$ cat src/rtl/aes_shift_rows_stage_if.sv
// Beat-level bundle for the ShiftRows pipeline stage: upstream beat, downstream beat,
// synchronous flush and occupancy. The stage takes the slave view; its environment takes the master view.
interface aes_shift_rows_stage_if;
  logic         clear_i;
  logic         mode_i;
  logic         valid_i;
  logic         ready_o;
  logic [127:0] data_i;
  logic         valid_o;
  logic         ready_i;
  logic [127:0] data_o;
  logic [1:0]   occ_o;

  modport master (
    output clear_i, mode_i, valid_i, data_i, ready_i,
    input  ready_o, valid_o, data_o, occ_o
  );

  modport slave (
    input  clear_i, mode_i, valid_i, data_i, ready_i,
    output ready_o, valid_o, data_o, occ_o
  );
endinterface

$ cat src/rtl/aes_shift_rows_stage.sv
// AES ShiftRows / InvShiftRows stage with a 2-entry valid/ready skid buffer.
// Only permuted data is stored. ready_o depends on registered state only.
module aes_shift_rows_stage #(
  parameter bit OutputZero = 1'b1
) (
  input logic              clk_i,
  input logic              rst_ni,
  aes_shift_rows_stage_if.slave bus
);

  // Byte k of the state is row k%4, column k/4. A row is gathered into a 32-bit word and rotated
  // by r bytes: forward takes column c+r, inverse takes column c-r.
  function automatic logic [127:0] shift_rows(input logic [127:0] d, input logic inv);
    logic [31:0]  row;
    logic [63:0]  dbl;
    logic [31:0]  rot;
    logic [127:0] o;
    o = '0;
    for (int r = 0; r < 4; r++) begin
      for (int c = 0; c < 4; c++) begin
        row[8*c +: 8] = d[8*(4*c+r) +: 8];
      end
      dbl = {row, row};
      rot = inv ? dbl[32-8*r +: 32] : dbl[8*r +: 32];
      for (int c = 0; c < 4; c++) begin
        o[8*(4*c+r) +: 8] = rot[8*c +: 8];
      end
    end
    return o;
  endfunction

  logic [127:0] head_q;
  logic [127:0] skid_q;
  logic         vh_q;
  logic         vs_q;

  logic [127:0] perm;
  logic         accept;
  logic         pop;

  always_comb begin
    perm   = shift_rows(bus.data_i, bus.mode_i);
    accept = bus.valid_i & ~vs_q;
    pop    = vh_q & bus.ready_i;
  end

  // Clear wins over any accept or pop in the same cycle; the incoming beat is discarded.
  always_ff @(posedge clk_i or negedge rst_ni) begin
    if (!rst_ni) begin
      head_q <= '0;
      skid_q <= '0;
      vh_q   <= 1'b0;
      vs_q   <= 1'b0;
    end else if (bus.clear_i) begin
      vh_q <= 1'b0;
      vs_q <= 1'b0;
    end else begin
      unique case ({vh_q, vs_q})
        2'b00: begin
          if (accept) begin
            head_q <= perm;
            vh_q   <= 1'b1;
          end
        end
        2'b10: begin
          if (accept && pop) begin
            head_q <= perm;
          end else if (accept) begin
            skid_q <= perm;
            vs_q   <= 1'b1;
          end else if (pop) begin
            vh_q <= 1'b0;
          end
        end
        2'b11: begin
          if (pop) begin
            head_q <= skid_q;
            vs_q   <= 1'b0;
          end
        end
        default: begin
          vh_q <= 1'b0;
          vs_q <= 1'b0;
        end
      endcase
    end
  end

  always_comb begin
    bus.valid_o = vh_q;
    bus.ready_o = ~vs_q;
    bus.occ_o   = {1'b0, vh_q} + {1'b0, vs_q};
    bus.data_o  = (OutputZero && !vh_q) ? '0 : head_q;
  end

  a_skid_implies_head: assert property (@(posedge clk_i) disable iff (!rst_ni) vs_q |-> vh_q);

  a_head_stable: assert property (@(posedge clk_i) disable iff (!rst_ni)
    (vh_q && !bus.ready_i && !bus.clear_i) |=> (vh_q && $stable(head_q)));

endmodule

$ cat src/flat_wrapper.sv
// flat-port wrapper written by rule: the top's interface ports become plain ports
module aes_shift_rows_stage_flat 
#(
  parameter bit OutputZero = 1'b1
)
  (clk_i, rst_ni, bus_clear_i, bus_mode_i, bus_valid_i, bus_data_i, bus_ready_i, bus_ready_o, bus_valid_o, bus_data_o, bus_occ_o);
  aes_shift_rows_stage_if bus_i ();
  input logic clk_i;
  input logic rst_ni;
  input wire logic [$bits(bus_i.clear_i)-1:0] bus_clear_i;
  input wire logic [$bits(bus_i.mode_i)-1:0] bus_mode_i;
  input wire logic [$bits(bus_i.valid_i)-1:0] bus_valid_i;
  input wire logic [$bits(bus_i.data_i)-1:0] bus_data_i;
  input wire logic [$bits(bus_i.ready_i)-1:0] bus_ready_i;
  output wire logic [$bits(bus_i.ready_o)-1:0] bus_ready_o;
  output wire logic [$bits(bus_i.valid_o)-1:0] bus_valid_o;
  output wire logic [$bits(bus_i.data_o)-1:0] bus_data_o;
  output wire logic [$bits(bus_i.occ_o)-1:0] bus_occ_o;
  assign bus_i.clear_i = bus_clear_i;
  assign bus_i.mode_i = bus_mode_i;
  assign bus_i.valid_i = bus_valid_i;
  assign bus_i.data_i = bus_data_i;
  assign bus_i.ready_i = bus_ready_i;
  assign bus_ready_o = bus_i.ready_o;
  assign bus_valid_o = bus_i.valid_o;
  assign bus_data_o = bus_i.data_o;
  assign bus_occ_o = bus_i.occ_o;
  aes_shift_rows_stage #(.OutputZero(OutputZero)) u_core (.clk_i(clk_i), .rst_ni(rst_ni), .bus(bus_i));
endmodule
$ cat config.mk
export PLATFORM = sky130hd
export DESIGN_NAME = aes_shift_rows_stage_flat
export DESIGN_NICKNAME = d
export VERILOG_FILES = /design/src/rtl/aes_shift_rows_stage_if.sv /design/src/rtl/aes_shift_rows_stage.sv /design/src/flat_wrapper.sv
export SDC_FILE = /design/constraint.sdc
export NUM_CORES = 1
export LEC_CHECK = 0
export ABC_AREA = 1
export BUFFER_PORTS_ARGS = -buffer_cell sky130_fd_sc_hd__buf_2
export CAP_MARGIN = 5
export CORE_ASPECT_RATIO = 1.5
export CORE_MARGIN = 2
export CORE_UTILIZATION = 25
export DETAILED_ROUTE_END_ITERATION = 10
export PLACE_DENSITY = 0.52
export SLEW_MARGIN = 25
export SYNTH_ARGS = -nofsm -noshare
export SYNTH_HDL_FRONTEND = slang
export SYNTH_SLANG_ARGS = --single-unit
$ cat constraint.sdc
create_clock -name clk_i -period 3.35 [get_ports clk_i]
set_input_delay 0.1675 -clock clk_i [delete_from_list [all_inputs] [get_ports clk_i]]
set_output_delay 0.1675 -clock clk_i [all_outputs]
set_load 0.005 [all_outputs]
Yosys cells after proc, flatten, opt, wreduce, memory -nomap -nowiden

Index checks and enable logic that the tools add are counted.

$add $sub $neg: 1
Eq/ne operators: 13
Multiplexer cells: 16
Bitwise gates (word level): 5
Reductions and logical operators: 7

Operators with widths:

| kind                                                   | count |
|---|---|
| two-way mux 128 bit                                    | 4 |
| one-hot mux 128 bit (3 select lines)                   | 1 |
| two-way mux 32 bit                                     | 2 |
| inequality test 3 x 2 -> 1 bit (second input constant) | 4 |
| AND reduction 5 bit                                    | 2 |
| AND reduction 4 bit                                    | 2 |
| two-way mux 1 bit                                      | 7 |
| inequality test 2 x 1 -> 1 bit (second input constant) | 3 |
| inequality test 3 bit (second input constant)          | 2 |
| one-hot mux 1 bit (3 select lines)                     | 2 |
| == test 2 bit (second input constant)                  | 2 |
| inequality test 2 bit (second input constant)          | 2 |
| inverter 1 bit                                         | 3 |
| nonzero test 3 bit                                     | 1 |
| adder 1 x 1 -> 2 bit                                   | 1 |
| AND 1 bit                                              | 2 |
| logical NOT 2 bit                                      | 1 |
| logical AND 1 bit                                      | 1 |

Register bits after elaboration: 258
Input port bits: 134
Output and inout port bits: 132
Logic and storage cells: 46

Depth between registers and ports, before layout

Gate-level depths: netlist of the first run.

Depth after elaboration: 6
Gate-level depth with buffers: 13
Depth with buffers taken out: 10

Worst setup path before layout of the first run

No wires, ideal clock.

Path kind: register to register
Start point: register u_core.vh_q, in the netlist u_core.bus.valid_o
End point: register u_core.head_q[2]
Library setup time: 131 ps
Arrival time: 1971 ps
Required time: 3219 ps
Slack: 1248 ps
Cell stages (with the launch flop): 12
Buffers on the path: 5
Period minus slack after synthesis: 2102 ps
Cell sequence: dfrtp_1 -> buf_2 -> clkbuf_1 -> buf_2 -> inv_1 -> ha_1 -> o21ai_0 -> nand3_2 -> buf_4 -> buf_2 -> nand2_1 -> o21ai_0

Cells in the longest elaborated chain, start to end: 4
Elaborated cells between the ends (all ways): 11
Those cells by class: eq/ne: 5; mux: 1; bitwise: 1; reduce/logical: 4

Ends and longest elaborated chain:

| element                                  | RTL line                   | RTL |
|---|---|---|
| from (decl)                              | aes_shift_rows_stage.sv:34 | `logic vh_q;` |
| from (signal assigned)                   | aes_shift_rows_stage.sv:52 | `vh_q <= 1'b0;` |
| from (signal assigned)                   | aes_shift_rows_stage.sv:55 | `vh_q <= 1'b0;` |
| from (signal assigned)                   | aes_shift_rows_stage.sv:62 | `vh_q <= 1'b1;` |
| AND 1 bit                                | aes_shift_rows_stage.sv:44 | `pop = vh_q & bus.ready_i;` |
| logical AND 1 bit                        | aes_shift_rows_stage.sv:66 | `if (accept && pop) begin` |
| inequality test 2 x 1 -> 1 bit (no line) | --                         |  |
| AND reduction 5 bit (no line)            | --                         |  |
| to (signal assigned)                     | aes_shift_rows_stage.sv:61 | `head_q <= perm;` |
| to (signal assigned)                     | aes_shift_rows_stage.sv:67 | `head_q <= perm;` |
| to (signal assigned)                     | aes_shift_rows_stage.sv:77 | `head_q <= skid_q;` |
| to (decl)                                | aes_shift_rows_stage.sv:32 | `logic [127:0] head_q;` |

Several ways; a longest one is shown, not always the timed one.
A chain may end at the register's enable or synchronous reset.

Worst setup path in the final report of the first run

Start point: register u_core.vh_q, in the netlist u_core.bus.valid_o
End point: output bus_data_o[10]

Cells in the longest elaborated chain, start to end: 1

Ends and longest elaborated chain:

| element             | RTL line                   | RTL |
|---|---|---|
| two-way mux 128 bit | aes_shift_rows_stage.sv:93 | `bus.data_o = (OutputZero && !vh_q) ? '0 : head_q;` |
| to (decl)           | flat_wrapper.sv:17         | `output wire logic [$bits(bus_i.data_o)-1:0] bus_data_o;` |

No other way between the ends.

==> impl_metrics.env, run 1 <==
export IMPL_ys_seq_area_share_pct=49.3
export IMPL_timing_max_transition_violations_final=0
export IMPL_total_via_count_after_detailed_routing=12300
export IMPL_ctsLongestPathBuffers=3
export IMPL_status="finished clean"
export IMPL_number_of_antenna_violations_at_the_first_check_in_global_routing=8
export IMPL_initial_core_util_pct=25.3
export IMPL_finalSetupTns_ns=0
export IMPL_layout_common_cells="1010 x sky130_fd_sc_hd__nand2_1, 263 x sky130_fd_sc_hd__buf_2, 257 x sky130_fd_sc_hd__dfrtp_1"
export IMPL_critical_path_arrival_ns=2.74
export IMPL_flop_and_latch_count_out_of_synthesis=258
export IMPL_power_density_nw_per_um2=745
export IMPL_hold_path_class="in2reg"
export IMPL_fin_crit_sh_pct=86.7
export IMPL_fraction_of_layout_instances_using_a_drive_strength_above_1_pct=17.2
export IMPL_die_h_um=284
export IMPL_global_route_usage_total_pct=16.0
export IMPL_die_area_um2=54300
export IMPL_setup_reg_to_reg_worst_slack_ns=0.81
export IMPL_maxCapViolations=0
export IMPL_worst_setup_path_endpoint="bus_data_o[10]"
export IMPL_worst_slew_margin_rel_pct=40.6
export IMPL_yosysTopAreaCellShare_pct=49.3
export IMPL_total_number_of_clock_tree_sinks=258
export IMPL_synth_area_um2=13100
export IMPL_crit_path_start="u_core.bus.valid_o"
export IMPL_drt_drc=0
export IMPL_gr_total_overflow=0
export IMPL_syn_nets=2015
export IMPL_antenna_left=0
export IMPL_postSynthCellCount=1877
export IMPL_cts_htree_levels=1
export IMPL_timing_final_crit_period_ns=2.90
export IMPL_cts_tree="yes"
export IMPL_largest_fanout_on_the_critical_path=56
export IMPL_row_count=102
export IMPL_fill_cells=5612
export IMPL_placed_cell_area_um2=15000
export IMPL_grt_start_max_net_pins=193
export IMPL_power_total_mw=12.8
export IMPL_wire_length_of_the_first_global_routing_pass_mm=68.5
export IMPL_clock_tree_root_cell="sky130_fd_sc_hd__clkbuf_16"
export IMPL_worst_setup_hold_path_clk_slew_ns=0.06
export IMPL_ys_warn_count=0
export IMPL_drt_wl_total_mm=43.6
export IMPL_cts_buffers_inserted=29
export IMPL_grt_setup_unrepaired="no"
export IMPL_coreArea_um2=51700
export IMPL_maxClockFrequency_mhz=344
export IMPL_p_leak_nw=10.3
export IMPL_timing_critical_path_from_type="flop"
export IMPL_dp_hpwl_mm=28.4
export IMPL_gp_congestion=0.810
export IMPL_num_nets_final=2343
export IMPL_buffer_ports_inserted=265
export IMPL_setup_violations_final=0
export IMPL_setup_worst_path_class="reg2out"
export IMPL_hold_violations=0
export IMPL_power_ir_vdd_worst_mv=0.424
export IMPL_die_x_um=191
export IMPL_detail_route_iter0_violations=741
export IMPL_layout_commonest_cell="sky130_fd_sc_hd__nand2_1"
export IMPL_synth_avg_cell_area_um2=6.98
export IMPL_first_global_vias=12100
export IMPL_setup_worst_path_end_class="output pin"
export IMPL_cell_count_final_fillers_out=2910
export IMPL_finalClockSkew_ns=0.0157
export IMPL_ys_top_cells_by_area="sky130_fd_sc_hd__dfrtp_1 49%, sky130_fd_sc_hd__nand2_1 29%, sky130_fd_sc_hd__inv_1 6.3%"
export IMPL_cp_required_ns=3.18
export IMPL_area_growth_syn_to_layout_pct=31.8
export IMPL_wire_per_inst_um=15.0
export IMPL_critical_path_reg2reg_startpoint="u_core.bus.valid_o"
export IMPL_netlist_top_cell_by_area="sky130_fd_sc_hd__dfrtp_1"
export IMPL_avgViaCountPerCell=4.23
export IMPL_final_instance_area_um2=17300
export IMPL_worst_r2r_cell_count=8
export IMPL_reg2reg_to="u_core.skid_q[1]"
export IMPL_placedCellCount=2724
export IMPL_num_io_pins=266
export IMPL_worst_pin_slew_ns=0.891
export IMPL_drtPass1Iterations=5
export IMPL_post_synth_num_cell_types=19
export IMPL_clk_lat_worst_skew_ns=0.56
-- layer usage --
metal	track usage [%]	vias to the layer above	routed length [um]
met3	1.93	60	1860
met4	5.74	0	1220
met2	27.7	293	21700
met1	20.3	5729	18800
li1	-	6240	-
met5	0	-	0
-- area by class of cell --
cell class	count	area, um2	area share [%]
diodes	7	17.5	0.102
clock buffers	40	857	4.97
clock inverters	13	129	0.747
inverters	225	850	4.92
multi-input cells	1284	5280	30.6
flip-flops and latches	258	6460	37.4
well taps	676	846	4.90
repair buffers	407	2820	16.3
-- flip-flops by register name, summed over array words and instances (netlist names) --
signal              flops
u_core.bus.valid_o      1
u_core.skid_q         128
u_core.head_q         128
u_core.vs_q             1
-- logic make-up after synthesis --
family | count (synthesis) | synth area share [%]
AND/OR/NAND/NOR | 1061 | 31.3
adder cells (fa/ha/maj) | 4 | 0.382
AO/OA/AOI/OAI | 219 | 8.40
flip-flops | 258 | 49.3
buffers and inverters | 335 | 10.6
-- metrics by stage --
step / setup slack [ns] / utilization, % / hold WS, ns
2_1_floorplan: 1.25 / - / -0.128
5_1_grt: 0.201 / 33.4 / 0.0380
3_3_place_gp: 0.777 / 29.0 / 0.299
3_5_place_dp: 0.726 / 29.0 / 0.300
4_1_cts: 0.103 / 33.3 / 0.000915
6_report: 0.447 / 33.4 / 0.0402
-- synth_stat cells (all sizes together) --
cell type / number
nand2: 1012
dfrtp: 258
inv: 225
o21ai: 219
buf: 76
or2: 40
clkbuf: 34
nor2: 5
ha: 4
nand3: 4
-- critical path, stage by stage (launching register included) --
cell and delay [ns]:
sky130_fd_sc_hd__dfrtp_4 0.74, sky130_fd_sc_hd__buf_4 0.50, sky130_fd_sc_hd__buf_6 0.48, sky130_fd_sc_hd__nand2_1 0.17
sky130_fd_sc_hd__inv_1 0.08, sky130_fd_sc_hd__buf_2 0.10
-- worst min path at each step --
stage,from,end,slack [ns],cells past startpoint
finish,bus_data_i[25],u_core.skid_q[121],0.04,5
global route,bus_data_i[29],u_core.skid_q[125],0.04,5
CTS,bus_data_i[120],u_core.skid_q[24],0.0009,5
detailed placement,rst_ni,u_core.skid_q[119],0.30,1
global placement,rst_ni,u_core.skid_q[118],0.30,1
floorplan,rst_ni,u_core.bus.valid_o,-0.13,0
-- what timing repair did --
action	in CTS	in global routing
hold buffers	126	0
buffers inserted	0	0
setup endpoints to repair	0	13
hold endpoints to repair	248	0
resized for setup	0	1
-- where the power goes --
| group | internal, mW | total, mW | switching, mW |
|---|---|---|---|
| Clock | 1.94 | 3.32 | 1.38 |
| Combinational | 1.56 | 4.02 | 2.46 |
| Sequential | 4.59 | 5.51 | 0.920 |
Note: power is estimated with default switching activity, not from simulation.
==> run 2, diff against run 1 <==
Settings changed: REMOVE_ABC_BUFFERS set to 1.
==> run 2 against run 1 <==
Effect of this change: clock-buffer cell count grew 2; worst setup slack gained 0.62 ns; die area is the same; worst hold slack lost 0.014 ns; sequential power shrank 3%; power is essentially flat; first-iteration DRC count shrank 31%; routed wire length shrank 8.4%; clock skew grew 0.0019 ns; cell area grew 2.0%; fmax grew 27%; sequential share of layout area shrank 0.73 points; critical endpoint is now bus_data_o[46]; largest cell class unchanged; largest power group unchanged.
==> impl_metrics.env, run 2 (same netlist as run 1, synthesis figures left out) <==
export IMPL_status="finished clean"
export IMPL_wire_per_inst_um=13.6
export IMPL_largest_fanout_on_the_critical_path=88
export IMPL_first_global_vias=12500
export IMPL_drt_drc=0
export IMPL_detail_route_iter0_violations=511
export IMPL_antenna_left=0
export IMPL_finalClockSkew_ns=0.0175
export IMPL_reg_largest_list="u_core.head_q: 128 flops, u_core.skid_q: 128 flops"
export IMPL_grt_setup_unrepaired="no"
export IMPL_timing_critical_path_from_type="flop"
export IMPL_setup_violations_final=0
export IMPL_critical_path_arrival_ns=2.12
export IMPL_grt_start_max_net_pins=129
export IMPL_die_h_um=284
export IMPL_avgViaCountPerCell=4.24
export IMPL_top_layer="met4"
export IMPL_drtPass1Iterations=4
export IMPL_clk_lat_worst_skew_ns=0.58
export IMPL_finalCoreUtilization_pct=34.1
export IMPL_global_route_usage_total_pct=14.6
export IMPL_worst_slew_margin_rel_pct=50.2
export IMPL_power_ir_vdd_worst_mv=0.386
export IMPL_worst_r2r_cell_count=9
export IMPL_total_via_count_after_detailed_routing=12500
export IMPL_wire_length_of_the_first_global_routing_pass_mm=64.4
export IMPL_insertedDiodeCount=0
export IMPL_maxCapViolations=0
export IMPL_post_route_met1_wirelength_mm=16.9
export IMPL_layout_common_cells="1010 x sky130_fd_sc_hd__nand2_1, 263 x sky130_fd_sc_hd__buf_2, 257 x sky130_fd_sc_hd__dfrtp_1"
export IMPL_dp_hpwl_mm=23.9
export IMPL_cts_post_setup_buffers_inserted=0
export IMPL_num_io_pins=266
export IMPL_die_x_um=191
export IMPL_power_density_nw_per_um2=730
export IMPL_buffer_ports_inserted=265
export IMPL_initial_core_util_pct=25.3
export IMPL_gp_congestion=0.759
export IMPL_worst_pin_slew_ns=0.747
export IMPL_drt_wl_total_mm=39.9
export IMPL_cp_required_ns=3.18
export IMPL_min_path_cells=5
export IMPL_clock_tree_root_cell="sky130_fd_sc_hd__clkbuf_16"
export IMPL_gr_total_overflow=0
export IMPL_setup_worst_path_class="reg2out"
export IMPL_num_nets_final=2373
export IMPL_area_growth_syn_to_layout_pct=34.4
export IMPL_cts_buffers_inserted=30
export IMPL_row_count=102
export IMPL_number_of_antenna_violations_at_the_first_check_in_global_routing=0
export IMPL_timing_max_transition_violations_final=0
export IMPL_layout_commonest_cell="sky130_fd_sc_hd__nand2_1"
export IMPL_fraction_of_layout_instances_using_a_drive_strength_above_1_pct=17.0
export IMPL_cts_htree_levels=1
export IMPL_ctsLongestPathBuffers=3
export IMPL_total_number_of_clock_tree_sinks=258
export IMPL_worst_setup_hold_path_clk_slew_ns=0.06
export IMPL_route_met3_wl_mm=1.68
export IMPL_cts_tree="yes"
export IMPL_p_leak_nw=10.5
export IMPL_power_total_mw=12.8
export IMPL_timing_final_crit_period_ns=2.28
export IMPL_setup_worst_path_end_class="output pin"
export IMPL_hold_violations=0
export IMPL_length_of_routed_met2_wiring_mm=20.3
export IMPL_hold_path_class="in2reg"
export IMPL_maxClockFrequency_mhz=438
export IMPL_fill_cells=5547
export IMPL_fin_crit_sh_pct=68.2
export IMPL_coreArea_um2=51700
export IMPL_die_area_um2=54300
run 2: cell types whose count changed in the layout (fill, tap and decap cells not counted), sizes merged:
cell         change
dlygate4sd3     +27
inv              -1
bufinv           +1
diode            -7
clkbuf           +2
buf              +2
run 2: metrics by stage:
step | cells | TNS [ns] | hold slack, ns | area [um2] | setup WS (ns)
floorplan | 1767 | -611.58 | -0.128 | 12600 | -3.88
global placement | 2726 | 0 | 0.243 | 15100 | 1.27
detailed placement | 2726 | 0 | 0.242 | 15100 | 1.25
CTS | 2934 | 0 | 0.00240 | 17600 | 0.719
global route | 2934 | 0 | 0.0407 | 17600 | 0.922
finish | 2934 | 0 | 0.0262 | 17600 | 1.07
run 2: timing repair:
item / 4_1_cts / 5_1_grt
endpoints found under the hold margin: 249 / 0
hold buffers: 153 / 0
resized for setup: 0 / 0
endpoints found under the setup margin: 0 / 0
run 2: final cells by class:
| class | instances | area, um2 | share of cell area (%) |
|---|---|---|---|
| Sequential cell | 258 | 6460 | 36.7 |
| Multi-Input combinational cell | 1284 | 5280 | 30.0 |
| Timing Repair Buffer | 436 | 3150 | 17.9 |
| Clock buffer | 42 | 867 | 4.93 |
| Inverter | 225 | 850 | 4.83 |
| Tap cell | 676 | 846 | 4.80 |
| Clock inverter | 13 | 150 | 0.853 |
run 2: critical path, cell delays in order, from the launching register on:
cell	delay [ns]
sky130_fd_sc_hd__dfrtp_4	0.48
sky130_fd_sc_hd__buf_6	0.57
sky130_fd_sc_hd__nand2_1	0.24
sky130_fd_sc_hd__inv_1	0.10
sky130_fd_sc_hd__buf_2	0.11
run 2: final timing paths:
check                                   start                  to  slack (ns)
max                        u_core.bus.valid_o      bus_data_o[46]        1.07
min in group asynchronous              rst_ni   u_core.head_q[59]        0.20
max reg2reg                       u_core.vs_q   u_core.skid_q[44]        1.18
min reg2reg                 u_core.skid_q[20]   u_core.skid_q[20]        0.47
max in group asynchronous              rst_ni   u_core.skid_q[97]        2.18
min                            bus_data_i[77]  u_core.skid_q[109]        0.03
run 2: power breakdown:
part | internal, mW | leakage, nW | total [mW] | switching [mW]
registers | 4.59 | 3.23 | 5.36 | 0.767
clock network | 2.03 | 0.503 | 3.41 | 1.38
logic | 1.60 | 6.77 | 4.08 | 2.48
run 2: metal layers:
layer / track usage, % / up-vias
li1: - / 6299
met1: 17.1 / 5820
met2: 27.1 / 277
met3: 1.64 / 56
met4: 4.90 / 0
met5: 0 / -
==> run 3, diff against run 2 <==
Settings changed: ABC_AREA 1 to 0.
Clock period 3.35 ns to 2.2 ns, I/O delays scaled along.
==> run 3 against run 2 <==
Effect of this change: non-clock buffer count increased by 31; critical path depth increased by 2; sequential power increased by 31%; worst setup slack got worse by 0.89 ns; cell count decreased by 27%; sequential share of layout area decreased by 0.13 points; first-iteration DRC count decreased by 40%; via count decreased by 26%; utilization increased by 0.88 points; clock skew decreased by 0.0039 ns; worst hold slack improved by 0.054 ns; die area decreased by 2.4%; critical path type is now reg2reg; highest routed layer is now met5.
==> impl_metrics.env, run 3 <==
export IMPL_status="finished clean"
export IMPL_power_ir_vdd_worst_mv=0.556
export IMPL_netlist_top_cell_by_area="sky130_fd_sc_hd__dfrtp_1"
export IMPL_layout_commonest_cell="sky130_fd_sc_hd__mux2_1"
export IMPL_timing_max_transition_violations_final=0
export IMPL_clock_tree_root_cell="sky130_fd_sc_hd__clkbuf_16"
export IMPL_post_synth_most_frequent_cells="267 x sky130_fd_sc_hd__mux2_1, 258 x sky130_fd_sc_hd__dfrtp_1, 104 x sky130_fd_sc_hd__mux2i_1"
export IMPL_synth_enable_flop_cells=0
export IMPL_buffer_ports_inserted=265
export IMPL_cts_tree="yes"
export IMPL_hold_path_class="in2async"
export IMPL_cp_required_ns=2.64
export IMPL_hold_violations=0
export IMPL_p_leak_nw=8.34
export IMPL_global_route_usage_total_pct=12.9
export IMPL_synth_area_um2=12800
export IMPL_worst_setup_hold_path_clk_slew_ns=0.07
export IMPL_ys_top_cells_by_area="sky130_fd_sc_hd__dfrtp_1 51%, sky130_fd_sc_hd__mux2_1 24%, sky130_fd_sc_hd__mux2i_1 8.2%"
export IMPL_ctsLongestPathBuffers=3
export IMPL_num_nets_final=1581
export IMPL_synthXorXnorAreaFrac_pct=0
export IMPL_largest_fanout_on_the_critical_path=50
export IMPL_fin_crit_sh_pct=92.1
export IMPL_total_via_count_after_detailed_routing=9263
export IMPL_num_io_pins=266
export IMPL_initial_core_util_pct=25.3
export IMPL_placed_cell_area_um2=15000
export IMPL_hold_ws_ns=0.0800
export IMPL_dp_hpwl_mm=22.4
export IMPL_number_of_antenna_violations_at_the_first_check_in_global_routing=2
export IMPL_avgViaCountPerCell=4.34
export IMPL_timing_critical_path_from_type="flop"
export IMPL_flop_and_latch_count_out_of_synthesis=258
export IMPL_clk_lat_worst_skew_ns=0.56
export IMPL_power_density_nw_per_um2=860
export IMPL_gr_total_overflow=0
export IMPL_synth_adder_area_share_pct=0.392
export IMPL_critical_path_arrival_ns=2.46
export IMPL_timing_final_crit_period_ns=2.03
export IMPL_setup_worst_path_end_class="flop"
export IMPL_die_area_um2=52900
export IMPL_net_switching_mw=4.11
export IMPL_worst_pin_slew_ns=0.510
export IMPL_post_route_met1_wirelength_mm=14.2
export IMPL_top_layer="met5"
export IMPL_row_count=101
export IMPL_drtPass1Iterations=4
export IMPL_simple_gate_share_of_the_synthesized_area_pct=6.59
export IMPL_grt_setup_unrepaired="no"
export IMPL_area_growth_syn_to_layout_pct=38.3
export IMPL_synth_avg_cell_area_um2=12.5
export IMPL_layout_common_cells="267 x sky130_fd_sc_hd__mux2_1, 263 x sky130_fd_sc_hd__buf_2, 256 x sky130_fd_sc_hd__dfrtp_1"
export IMPL_grt_start_max_net_pins=55
export IMPL_reg_largest_list="u_core.head_q: 128 flops, u_core.skid_q: 128 flops"
export IMPL_coreArea_um2=50500
export IMPL_synth_most_common_cell="sky130_fd_sc_hd__mux2_1"
export IMPL_cts_htree_levels=1
export IMPL_maxClockFrequency_mhz=494
export IMPL_critical_path_reg2reg_startpoint="u_core.bus.valid_o"
export IMPL_setup_violations_final=0
export IMPL_worst_slew_margin_rel_pct=66.0
export IMPL_gp_congestion=0.726
export IMPL_setup_worst_path_class="reg2reg"
export IMPL_power_clock_fraction_pct=33.1
export IMPL_route_met3_wl_mm=1.63
export IMPL_drt_wl_total_mm=34.3
export IMPL_main_combinational_cell_family_by_area_after_synthesis="multiplexers"
export IMPL_fill_cells=5118
export IMPL_ys_warn_count=0
export IMPL_maxCapViolations=0
export IMPL_ys_flop_type="sky130_fd_sc_hd__dfrtp_1"
export IMPL_fraction_of_layout_instances_using_a_drive_strength_above_1_pct=26.4
export IMPL_synth_area_mux_share_pct=34.2
export IMPL_power_frac_comb_pct=20.7
export IMPL_postSynthCellCount=1020
export IMPL_crit_path_start="u_core.bus.valid_o"
export IMPL_cts_buffers_inserted=28
export IMPL_antenna_left=0
export IMPL_detail_route_iter0_violations=306
export IMPL_total_number_of_clock_tree_sinks=258
export IMPL_die_x_um=189
export IMPL_yosysTopAreaCellShare_pct=50.5
export IMPL_switching_share_pct=27.0
export IMPL_die_h_um=281
export IMPL_wire_per_inst_um=16.1
export IMPL_post_synth_num_cell_types=26
export IMPL_first_global_vias=9845
export IMPL_p_int_mw=11.1
export IMPL_finalClockSkew_ns=0.0136
export IMPL_wire_length_of_the_first_global_routing_pass_mm=54.4
export IMPL_length_of_routed_met2_wiring_mm=17.5
export IMPL_drt_drc=0
export IMPL_seqPwrFrac_pct=46.3
export IMPL_ys_seq_area_share_pct=50.5
export IMPL_final_instance_area_um2=17700
export IMPL_async_flop_share_pct=100
export IMPL_complex_gate_fraction_of_the_synthesized_area_pct=3.42
[run 3: cell types whose count changed after synthesis, moves of 24 or more]
| cell | delta |
|---|---|
| sky130_fd_sc_hd__o21ai_0 | -137 |
| sky130_fd_sc_hd__nand2_1 | -985 |
| sky130_fd_sc_hd__mux2i_1 | +104 |
| sky130_fd_sc_hd__inv_1 | -177 |
| sky130_fd_sc_hd__a31oi_1 | +24 |
| sky130_fd_sc_hd__a21oi_1 | +25 |
| sky130_fd_sc_hd__o21ai_1 | -56 |
| sky130_fd_sc_hd__buf_2 | -39 |
| sky130_fd_sc_hd__nor2_1 | +39 |
| sky130_fd_sc_hd__mux2_1 | +267 |
| sky130_fd_sc_hd__or2_2 | -40 |
| sky130_fd_sc_hd__mux2_2 | +29 |
| sky130_fd_sc_hd__and2_1 | +89 |
[run 3: cell type report]
type / count / area, um2 / share of cell area [%]
Inverter: 45 / 169 / 0.956
Tap cell: 669 / 837 / 4.74
Clock buffer: 43 / 858 / 4.86
Multi-Input combinational cell: 643 / 5740 / 32.5
Antenna cell: 1 / 2.50 / 0.0142
Timing Repair Buffer: 467 / 3470 / 19.7
Sequential cell: 258 / 6460 / 36.6
Clock inverter: 8 / 121 / 0.687
[run 3: final timing paths]
kind	endpoint	slack, ns	cells past startpoint
setup / recovery	u_core.head_q[48]	0.17	6
hold / removal	u_core.head_q[9]	0.08	2
setup reg to reg	u_core.head_q[48]	0.17	6
hold reg to reg	u_core.head_q[123]	0.48	1
max in group asynchronous	u_core.skid_q[64]	1.35	3
min in group clk_i	u_core.skid_q[74]	0.19	3
[run 3: repair_timing]
item / 4_1_cts / 5_1_grt
setup buffers: 0 / 0
endpoints found under the hold margin: 475 / 0
resized for setup: 1 / 2
hold buffers: 163 / 0
setup endpoints to repair: 2 / 37
[run 3: power groups by stage]
stage	registers (mW)	clock network, mW	logic [mW]
2_1_floorplan	6.90	0	1.85
3_3_place_gp	7.02	0	2.86
3_5_place_dp	7.11	0	2.97
4_1_cts	7.02	5.27	3.23
5_1_grt	7.21	5.46	3.54
6_report	7.03	5.03	3.14
[run 3: logic make-up after synthesis]
group / count (synthesis)
and+or+nand+nor: 161
DFF: 258
AOI/OAI and AO/OA: 78
buffers and inverters: 119
adders and majority gates: 4
muxes: 400
[run 3: worst max-delay path, cell delays in order (launching register included)]
cell and delay (ns):
sky130_fd_sc_hd__dfrtp_2 0.46, sky130_fd_sc_hd__inv_2 0.11, sky130_fd_sc_hd__ha_1 0.24, sky130_fd_sc_hd__nor2_1 0.12, sky130_fd_sc_hd__o221a_4 0.25, sky130_fd_sc_hd__buf_16 0.28, sky130_fd_sc_hd__mux2_1 0.37
[run 3: per-layer routing]
layer	vias to the layer above	GRT usage, %
met5	-	0
met4	2	4.51
met3	45	2.12
met2	208	23.4
met1	4642	15.1
li1	4366	-
[run 3: stage by stage]
step                      std cells  total power, mW  setup TNS (ns)  setup WS [ns]  util (%)
after floorplan                 946             8.75         -751.43          -3.60         -
after global placement         1919             9.88               0         0.0755      29.7
after detailed placement       1919             10.1               0         0.0374      29.7
after CTS                      2133             15.5               0         0.0862      34.9
after global routing           2134             16.2               0         0.0242      34.9
final                          2134             15.2               0          0.174      34.9
